[src/rtl/latq_rf_pkg.sv]
// latq_rf_pkg
// Shared definitions for the latch-based register file latq_rf.
//   WIDTH_MAX, DEPTH_MAX : legal upper limits of the WIDTH / DEPTH parameters
//   word_t               : widest possible storage word, a template that
//                          instances narrow to their own WIDTH
//   addr_in_range()      : true when an address selects an existing word
// Optional feature macro used elsewhere in this slice: LATQ_RF_ARRAY_CLEAR_EN.
package latq_rf_pkg;

    localparam int WIDTH_MAX = 64;
    localparam int DEPTH_MAX = 256;

    typedef logic [WIDTH_MAX-1:0] word_t;

    // Non-power-of-two depths leave address codes with no word behind them.
    function automatic logic addr_in_range(input int addr, input int depth);
        return (addr < depth);
    endfunction

endpackage

[src/rtl/latq_rf_if.sv]
// latq_rf_if
// Write/read port bundle of latq_rf. Clock and reset are not part of it.
//   WE, WA, D : write enable, write address, write data   (master -> slave)
//   RE, RA    : read enable, read address                  (master -> slave)
//   Q, QV     : registered read data and its valid flag    (slave -> master)
interface latq_rf_if #(
    parameter int WIDTH = 8,
    parameter int DEPTH = 16
);
    localparam int AW = $clog2(DEPTH);

    logic             WE;
    logic [AW-1:0]    WA;
    logic [WIDTH-1:0] D;
    logic             RE;
    logic [AW-1:0]    RA;
    logic [WIDTH-1:0] Q;
    logic             QV;

    modport master (output WE, WA, D, RE, RA, input Q, QV);
    modport slave  (input WE, WA, D, RE, RA, output Q, QV);

endinterface

[src/rtl/latq_rf_cg.sv]
// latq_rf_cg
// Integrated clock gate producing one word's latch enable.
//   CLK    : clock
//   RN     : asynchronous active-low reset, kills the enable at once
//   i_en   : raw word select, settles while CLK is high
//   o_gate : glitch-free enable, high only in the CLK-low phase
module latq_rf_cg
    import latq_rf_pkg::*;
(
    input  logic CLK,
    input  logic RN,
    input  logic i_en,
    output logic o_gate
);

    logic r_enL;

    // Enable latch is open while CLK is high so i_en can settle after the
    // rising edge, then holds steady through the whole low phase. Reset
    // clears it so a write in flight is aborted immediately.
    always_latch begin
        if (!RN)
            r_enL <= 1'b0;
        else if (CLK)
            r_enL <= i_en;
    end

    // r_enL is stable whenever ~CLK is high, so the AND cannot glitch.
    assign o_gate = ~CLK & r_enL;

endmodule

[src/rtl/latq_rf.sv]
// latq_rf
// Latch-based register file: DEPTH words of WIDTH bits, one flop-staged
// write port and one registered read port, single clock domain.
//   CLK : clock; flops capture on the rise, array latches open while low
//   RN  : asynchronous active-low reset
//   bus : latq_rf_if slave (WE/WA/D write, RE/RA read, Q/QV result)
// Macro LATQ_RF_ARRAY_CLEAR_EN: when defined, RN=0 also clears all words.
module latq_rf
    import latq_rf_pkg::*;
#(
    parameter int WIDTH = 8,
    parameter int DEPTH = 16
) (
    input logic      CLK,
    input logic      RN,
    latq_rf_if.slave bus
);

    localparam int AW = $clog2(DEPTH);

    logic                         r_weQ;
    logic [AW-1:0]                r_waQ;
    logic [WIDTH-1:0]             r_dQ;
    logic [WIDTH-1:0]             r_q;
    logic                         r_qv;
    logic [DEPTH-1:0][WIDTH-1:0]  w_rdArr;

    // Write stage: capture the request so the array sees stable address and
    // data for the whole following low phase. Out-of-range writes are simply
    // not captured, so no word enable can fire for them.
    always_ff @(posedge CLK or negedge RN) begin
        if (!RN) begin
            r_weQ <= 1'b0;
            r_waQ <= '0;
            r_dQ  <= '0;
        end else if (bus.WE && addr_in_range(int'(bus.WA), DEPTH)) begin
            r_weQ <= 1'b1;
            r_waQ <= bus.WA;
            r_dQ  <= bus.D;
        end else begin
            r_weQ <= 1'b0;
        end
    end

    // Storage: one clock-gated latch word per entry. The word is transparent
    // in the low phase after the capturing edge and closed at the next rise,
    // so a read sampled on that rise already sees the new value.
    for (genvar i = 0; i < DEPTH; i++) begin : gWord
        logic             w_sel;
        logic             w_wordEn;
        logic [WIDTH-1:0] r_word;

        assign w_sel = r_weQ && (r_waQ == AW'(i));

        latq_rf_cg uCg (
            .CLK    (CLK),
            .RN     (RN),
            .i_en   (w_sel),
            .o_gate (w_wordEn)
        );

`ifdef LATQ_RF_ARRAY_CLEAR_EN
        // Reset wipes the word so post-reset reads return zero.
        always_latch begin
            if (!RN)
                r_word <= '0;
            else if (w_wordEn)
                r_word <= r_dQ;
        end
`else
        // Word keeps its contents across reset; only the enable is killed.
        always_latch begin
            if (w_wordEn)
                r_word <= r_dQ;
        end
`endif

        assign w_rdArr[i] = r_word;
    end

    // Read stage: an out-of-range address still returns a valid zero word so
    // the requester never stalls waiting for QV.
    always_ff @(posedge CLK or negedge RN) begin
        if (!RN) begin
            r_q  <= '0;
            r_qv <= 1'b0;
        end else if (bus.RE) begin
            r_qv <= 1'b1;
            if (addr_in_range(int'(bus.RA), DEPTH))
                r_q <= w_rdArr[bus.RA];
            else
                r_q <= '0;
        end else begin
            r_qv <= 1'b0;
        end
    end

    assign bus.Q  = r_q;
    assign bus.QV = r_qv;

endmodule
[src/flat_wrapper.sv]
// flat-port wrapper written by rule: the top's interface ports become plain ports
module latq_rf_flat import latq_rf_pkg::*;
#(
    parameter int WIDTH = 8,
    parameter int DEPTH = 16
)
  (CLK, RN, bus_WE, bus_WA, bus_D, bus_RE, bus_RA, bus_Q, bus_QV);
  latq_rf_if #(.WIDTH(WIDTH), .DEPTH(DEPTH)) bus_i ();
  input logic CLK;
  input logic RN;
  input wire logic [$bits(bus_i.WE)-1:0] bus_WE;
  input wire logic [$bits(bus_i.WA)-1:0] bus_WA;
  input wire logic [$bits(bus_i.D)-1:0] bus_D;
  input wire logic [$bits(bus_i.RE)-1:0] bus_RE;
  input wire logic [$bits(bus_i.RA)-1:0] bus_RA;
  output wire logic [$bits(bus_i.Q)-1:0] bus_Q;
  output wire logic [$bits(bus_i.QV)-1:0] bus_QV;
  assign bus_i.WE = bus_WE;
  assign bus_i.WA = bus_WA;
  assign bus_i.D = bus_D;
  assign bus_i.RE = bus_RE;
  assign bus_i.RA = bus_RA;
  assign bus_Q = bus_i.Q;
  assign bus_QV = bus_i.QV;
  latq_rf #(.WIDTH(WIDTH), .DEPTH(DEPTH)) u_core (.CLK(CLK), .RN(RN), .bus(bus_i));
endmodule
[config.mk]
export PLATFORM = sky130hd
export DESIGN_NAME = latq_rf_flat
export DESIGN_NICKNAME = d
export VERILOG_FILES = /design/src/rtl/latq_rf_pkg.sv /design/src/rtl/latq_rf_if.sv /design/src/rtl/latq_rf_cg.sv /design/src/rtl/latq_rf.sv /design/src/flat_wrapper.sv
export SDC_FILE = /design/constraint.sdc
export NUM_CORES = 1
export LEC_CHECK = 0
export CAP_MARGIN = 20
export CORE_ASPECT_RATIO = 0.7
export CORE_MARGIN = 3
export CORE_UTILIZATION = 50
export CTS_CLUSTER_SIZE = 30
export DETAILED_ROUTE_END_ITERATION = 16
export HOLD_SLACK_MARGIN = 0.08
export PLACE_DENSITY = 0.76
export RECOVER_POWER = 100
export SLEW_MARGIN = 20
export SYNTH_ARGS = -nofsm -noshare
export SYNTH_HDL_FRONTEND = slang
export SYNTH_SLANG_ARGS = --single-unit
[constraint.sdc]
create_clock -name CLK -period 2.41 [get_ports CLK]
set_input_delay 0.3615 -clock CLK [delete_from_list [all_inputs] [get_ports CLK]]
set_output_delay 0.3615 -clock CLK [all_outputs]
set_load 0.05 [all_outputs]
==> results.tsv, run 1 <==
stage	metric	value	unit
critical_path	kind of end point of the critical path	clock gate	
floorplan	Die Span Y	83.1	um
outcome	failing checks	setup timing	
drt	WL/cell	25.9	um
logic_synthesis	Net Count, Synth	322	
timing	Final Slew Violations	0	
min_path	worst hold path type	in -> reg	
logic_synthesis	Post-synth EDFFs	0	
timing	Setup-failing EPs final	25	
layout	FILL cells	393	
clock_network	Post-CTS Setup Inserts	0	
layout	commonest non-fill, non-tap cell in the layout	dlxtp_1	
power	static leakage	2.78	nW
critical_path	critical path cell sequence	dlxtp_1	
flow_run	maxcap violations	0	
critical_path	CP max stage delay	0.39	ns
placed_design	PortBufs	28	
logic_synthesis	Mapped Area	4240	um2
timing	final setup slack of the worst path	-0.401	ns
clock_network	worst skew pair latency	1.06	ns
power	Max VDD drop	0.452	mV
floorplan	Initial Util	0.528	
layout	design area	6440	um2
clock_network	hold buffers post-CTS	0	
logic_synthesis	flops & latches, synth	166	
drt	post-DR vias/cell	6.10	
floorplan	Die Area	9640	um2
global_routing	first-pass GRT wire length	20000	um
critical_path	critical path arrival	2.03	ns
drt	Post-DRT Antenna Nets	0	
logic_synthesis	prevailing post-synth register cell	dlxtp_1	
drt	DR pass1 iterations	4	
critical_path	critical path required time	1.63	ns
layout	nets	412	
global_routing	GRT Util Overall	0.285	
layout	P&R area growth vs syn	51.7	%
clock_network	CTS tree	yes	
logic_synthesis	Synth warnings	0	
critical_path	crit-path max FO	1	
layout	multi-input logic area	1530	um2
layout	layout cells sized above 1	0.359	
floorplan	Die Span X	116	um
drt	vias	3014	
global_routing	largest net degree at the start of global routing	33	
clock_network	clk slew on worst S/H paths	0.06	ns
outcome	status	finished, violations left	
power	Tot Pwr	0.00304	W
placed_design	placed instance area	4610	um2
global_routing	initial antenna violation count	0	
timing	final count of hold timing violations	0	
logic_synthesis	Unique masters post-synth	29	
timing	Final Skew	0.343	ns
timing	final hold slack	0.254	ns
logic_synthesis	Post-Syn Area per Cell	14.0	um2
critical_path	Slowest-stage cell, CP	dlxtp_1	
drt	First DRT Iteration DRCs	325	
timing	RSZ-0062 raised after global routing	yes	
layout	commonest cells after routing, fill and taps aside	dlxtp_1 (144), clkbuf_16 (67), mux4_2 (24)	
drt	DRC	0	
placed_design	gp weighted congestion	0.751	
placed_design	half-perimeter wire length after placement	5880	um
timing	Least-Margin Pin Slew	1.04	ns
global_routing	GR Overflow Total	0	
floorplan	CORE AREA	8040	um2
layout	ant diodes	0	
logic_synthesis	Mapped Cells	302	
floorplan	# IOs	29	
layout	final cell count without fillers	494	
critical_path	Startpoint Class	latch	
layout	Sequential Area	2720	um2
placed_design	Placed Cells	425	
drt	Post-Route WL	12800	um
logic_synthesis	FFs w/ async S/R, synth	0.133	
global_routing	vias in the first global route	3432	
floorplan	Rows	27	
critical_path	crit path buf inv count	0	
critical_path	critical path's top delay family	latches	
power	PD cells	472	nW/um2
timing	Slew HR	0.308	
critical_path	CP Class	latch -> gate	
[path summary, 6_finish.rpt]
kind                                                  from         endpoint  slack (ns)  cells after the start
worst max-delay path             u_core.gWord[3].uCg.r_enL       clock gate       -0.40                      1
worst min-delay path                              bus_D[4]   u_core.r_dQ[4]        0.25                      2
worst max register to register  u_core.gWord[12].r_word[2]  u_core.bus.Q[2]       -0.35                      3
worst min register to register             u_core.bus.Q[6]  u_core.bus.Q[6]        0.59                      2
max in group CLK                u_core.gWord[12].r_word[2]  u_core.bus.Q[2]       -0.35                      3
max in group asynchronous                               RN  u_core.r_waQ[0]        1.46                      3
min in group asynchronous                               RN   u_core.r_dQ[6]        0.37                      3
min in group gated               u_core.gWord[5].uCg.r_enL       clock gate        3.14                      0
[Yosys cell counts (2+ instances only)]
cell type	count	area share
dlxtp_1	144	0.51
mux4_2	17	0.090
nand4b_1	2	0.0041
nor3_1	4	0.0047
nand2_1	2	0.0018
nor2_1	20	0.018
nand2b_1	4	0.0059
nor2b_1	16	0.024
o22ai_1	8	0.012
mux2i_1	8	0.019
a221oi_1	8	0.017
mux2_2	12	0.032
buf_6	6	0.016
mux4_1	15	0.093
dfrtp_1	22	0.13
[cell families after synthesis]
logic type | share of synthesized area
mux | 0.234
flops | 0.130
latches | 0.509
compound gates | 0.0283
buf+inv | 0.0348
simple gates | 0.0637
[area by class of cell]
class | instances | area share
clock inverter | 2 | 0.00350
multi-input combinational | 120 | 0.237
tap | 101 | 0.0196
clock buffer | 67 | 0.260
sequential | 166 | 0.422
timing repair buffer | 38 | 0.0573
[through the flow]
| stage | TNS, ns | setup slack [ns] | utilization |
|---|---|---|---|
| floorplan | -0.0112 | -0.0112 | - |
| global placement | -7.45 | -0.404 | 0.574 |
| detailed placement | -7.76 | -0.419 | 0.574 |
| CTS | -7.83 | -0.404 | 0.790 |
| global route | -9.24 | -0.466 | 0.800 |
| finish | -7.53 | -0.401 | 0.800 |
[metal layers]
metal  GRT usage  vias to the layer above  part of all wire
li1            -                     1273                 -
met1       0.370                     1503              0.40
met2       0.392                      193              0.45
met3       0.140                       45              0.12
met4       0.146                        0             0.031
met5           0                        -                 0
[sequential cells by signal, summed over array words and instances, names as in the netlist]
register / count
u_core.bus.QV: 1
u_core.bus.Q: 8
u_core.r_waQ: 4
u_core.r_dQ: 8
u_core.gWord.r_word: 128
u_core.gWord.uCg.r_enL: 16
u_core.r_weQ: 1
[power by group]
group          internal [W]  switching (W)
clock               0.00141       0.000561
combinational      0.000174       0.000208
sequential         0.000596      0.0000915
[timing repair]
action / 4_1_cts / 5_1_grt
pin swaps: 11 / 10
resized for setup: 16 / 21
endpoints found under the setup margin: 24 / 24
Power figures use the tool's default switching activity.
==> inputs of run 2 (changes only) <==
--- a/config.mk
+++ b/config.mk
@@ -9,7 +9,7 @@
 export CORE_ASPECT_RATIO = 0.7
 export CORE_MARGIN = 3
 export CORE_UTILIZATION = 50
-export CTS_CLUSTER_SIZE = 30
+export CTS_CLUSTER_SIZE = 28
 export DETAILED_ROUTE_END_ITERATION = 16
 export HOLD_SLACK_MARGIN = 0.08
 export PLACE_DENSITY = 0.76
==> results of run 2 <==
No change in the layout: final DEF, timing and power equal those of run 1.
==> inputs of run 3 (changes only) <==
--- a/config.mk
+++ b/config.mk
@@ -11,8 +11,9 @@
 export CORE_UTILIZATION = 50
 export CTS_CLUSTER_SIZE = 28
 export DETAILED_ROUTE_END_ITERATION = 16
+export DONT_BUFFER_PORTS = 1
 export HOLD_SLACK_MARGIN = 0.08
-export PLACE_DENSITY = 0.76
+export PLACE_DENSITY = 0.72
 export RECOVER_POWER = 100
 export SLEW_MARGIN = 20
 export SYNTH_ARGS = -nofsm -noshare
==> results.tsv, run 3 (synthesized netlist as in run 1, its figures left out) <==
stage	metric	value	unit	change
drt	First DRT Iteration DRCs	235		-28%
critical_path	Slowest-stage cell, CP	dlxtp_1		
layout	design area	6220	um2	-3.4%
global_routing	vias in the first global route	3356		-2.2%
power	Max VDD drop	0.454	mV	+0.38%
drt	DR pass1 iterations	4		unchanged
timing	Least-Margin Pin Slew	1.32	ns	+0.285 ns
drt	Post-DRT Antenna Nets	0		unchanged
timing	Final Slew Violations	0		unchanged
critical_path	Startpoint Class	latch		
power	Tot Pwr	0.00295	W	-2.9%
layout	layout cells sized above 1	0.332		-0.0263
global_routing	first-pass GRT wire length	17900	um	-10%
timing	RSZ-0062 raised after global routing	yes		
min_path	Worst Hold Depth	3		+1
drt	DRC	0		unchanged
floorplan	Rows	27		unchanged
critical_path	Critical R2R Launch	u_core.gWord[15].r_word[3]		
critical_path	crit path buf inv count	0		unchanged
power	static leakage	2.69	nW	-3.2%
global_routing	initial antenna violation count	0		unchanged
layout	max reg flops	128		unchanged
critical_path	critical path arrival	2.06	ns	+0.03 ns
drt	WL/cell	24.0	um	-7.1%
layout	biggest regs	u_core.gWord.r_word (128), u_core.gWord.uCg.r_enL (16)		
timing	Setup-failing EPs final	24		-4.0%
timing	Slew HR	0.117		-0.190
layout	multi-input logic area	1470	um2	-3.4%
critical_path	critical path cell sequence	dlxtp_1		
floorplan	Die Area	9640	um2	unchanged
placed_design	PortBufs	0		-100%
outcome	status	finished, violations left		
global_routing	GR Overflow Total	0		unchanged
drt	Post-Route WL	11500	um	-10%
critical_path	crit-path max FO	1		unchanged
layout	P&R area growth vs syn	46.6	%	
min_path	worst hold path type	in -> reg		
critical_path	worst flop-to-flop path endpoint	u_core.bus.Q[3]		
clock_network	clk slew on worst S/H paths	0.06	ns	about the same
global_routing	largest net degree at the start of global routing	33		unchanged
min_path	HP Start	bus_RA[1]		
layout	FILL cells	458		+17%
timing	final count of hold timing violations	0		unchanged
clock_network	CTS tree	yes		
drt	vias	2870		-4.8%
timing	final setup slack of the worst path	-0.428	ns	-0.0262 ns
critical_path	R2R setup slack	-0.34	ns	about the same
power	PD cells	475	nW/um2	+0.51%
layout	commonest cells after routing, fill and taps aside	dlxtp_1 (144), clkbuf_16 (67), mux4_2 (23)		
clock_network	worst skew pair latency	1.03	ns	-0.03 ns
floorplan	Initial Util	0.528		unchanged
placed_design	worst slack, placed	-0.0817	ns	+0.338 ns
min_path	Hold Path End	u_core.bus.Q[6]		
placed_design	half-perimeter wire length after placement	5730	um	-2.6%
critical_path	critical path required time	1.63	ns	about the same
placed_design	gp weighted congestion	0.782		+4.0%
critical_path	CP max stage delay	0.39	ns	about the same
layout	Top reg by flops	u_core.gWord.r_word		
critical_path	Worst Reg-to-Reg Cells	3		unchanged
timing	Final Skew	0.318	ns	-0.0251 ns
critical_path	CP Class	latch -> gate		
floorplan	Die Span X	116	um	unchanged
flow_run	maxcap violations	0		unchanged
layout	nets	394		-4.4%
layout	commonest non-fill, non-tap cell in the layout	dlxtp_1		
placed_design	placed instance area	4230	um2	-8.2%
outcome	failing checks	setup timing		
floorplan	Die Span Y	83.1	um	unchanged
layout	Sequential Area	2720	um2	unchanged
layout	ant diodes	0		unchanged
floorplan	CORE AREA	8040	um2	unchanged
drt	post-DR vias/cell	6.02		-1.4%
critical_path	critical path's top delay family	latches		
global_routing	GRT Util Overall	0.256		-0.0291
floorplan	# IOs	29		unchanged
critical_path	kind of end point of the critical path	clock gate		
[run 3: changes by cell type in the layout (fill, tap and decap cells not counted), sizes merged]
| cell | before | now |
|---|---|---|
| clkbuf | 70 | 68 |
| clkinv | 1 | 2 |
| buf | 7 | 2 |
| clkdlybuf4s25 | 0 | 1 |
| dlygate4sd3 | 9 | 16 |
| clkdlybuf4s50 | 19 | 0 |
[run 3: power breakdown]
group          switching [W]  total, W  internal (W)
combinational      0.0000907  0.000216      0.000125
sequential          0.000170  0.000765      0.000596
clock               0.000511   0.00197       0.00146
total               0.000771   0.00295       0.00218
[run 3: per-stage QoR]
stage	TNS, ns	util	cells	hold slack [ns]
after floorplan	-0.0112	-	302	0.0659
after global placement	-0.164	0.526	387	0.0668
after detailed placement	-0.327	0.526	387	0.0669
after CTS	-7.34	0.773	477	0.147
after global routing	-9.18	0.773	477	0.176
final	-7.46	0.773	477	0.174
[run 3: timing repair]
item | 4_1_cts | 5_1_grt
setup buffers | 2 | 0
pin swaps | 15 | 8
hold buffers | 18 | 0
setup endpoints to repair | 24 | 24
endpoints found under the hold margin | 44 | 0
resized for setup | 22 | 4
[run 3: cell type report]
type	count	share of cell area
well taps	101	0.0203
flip-flops and latches	166	0.437
clock buffers	67	0.270
clock inverters	3	0.00604
repair buffers	20	0.0304
multi-input cells	120	0.237
[run 3: per-layer routing]
metal | vias to the layer above | share of wire | track usage
li1 | 1242 | - | -
met1 | 1430 | 0.40 | 0.328
met2 | 157 | 0.47 | 0.356
met3 | 41 | 0.11 | 0.117
met4 | 0 | 0.030 | 0.145
met5 | - | 0 | 0
[run 3: worst max-delay path by stage]
stage,start,end,cells past startpoint,slack [ns]
CTS,u_core.gWord[0].uCg.r_enL,clock gate,1,-0.43
global route,u_core.gWord[0].uCg.r_enL,clock gate,1,-0.51
global placement,u_core.gWord[0].uCg.r_enL,clock gate,0,-0.06
finish,u_core.gWord[3].uCg.r_enL,clock gate,1,-0.43
floorplan,u_core.gWord[0].uCg.r_enL,clock gate,0,-0.01
detailed placement,u_core.gWord[0].uCg.r_enL,clock gate,0,-0.08
[run 3: worst min-delay path: cells and delay by family]
| kind | cells | cell delay (ns) |
|---|---|---|
| multiplexers | 1 | 0.16 |
| AO/OA/AOI/OAI | 2 | 0.30 |
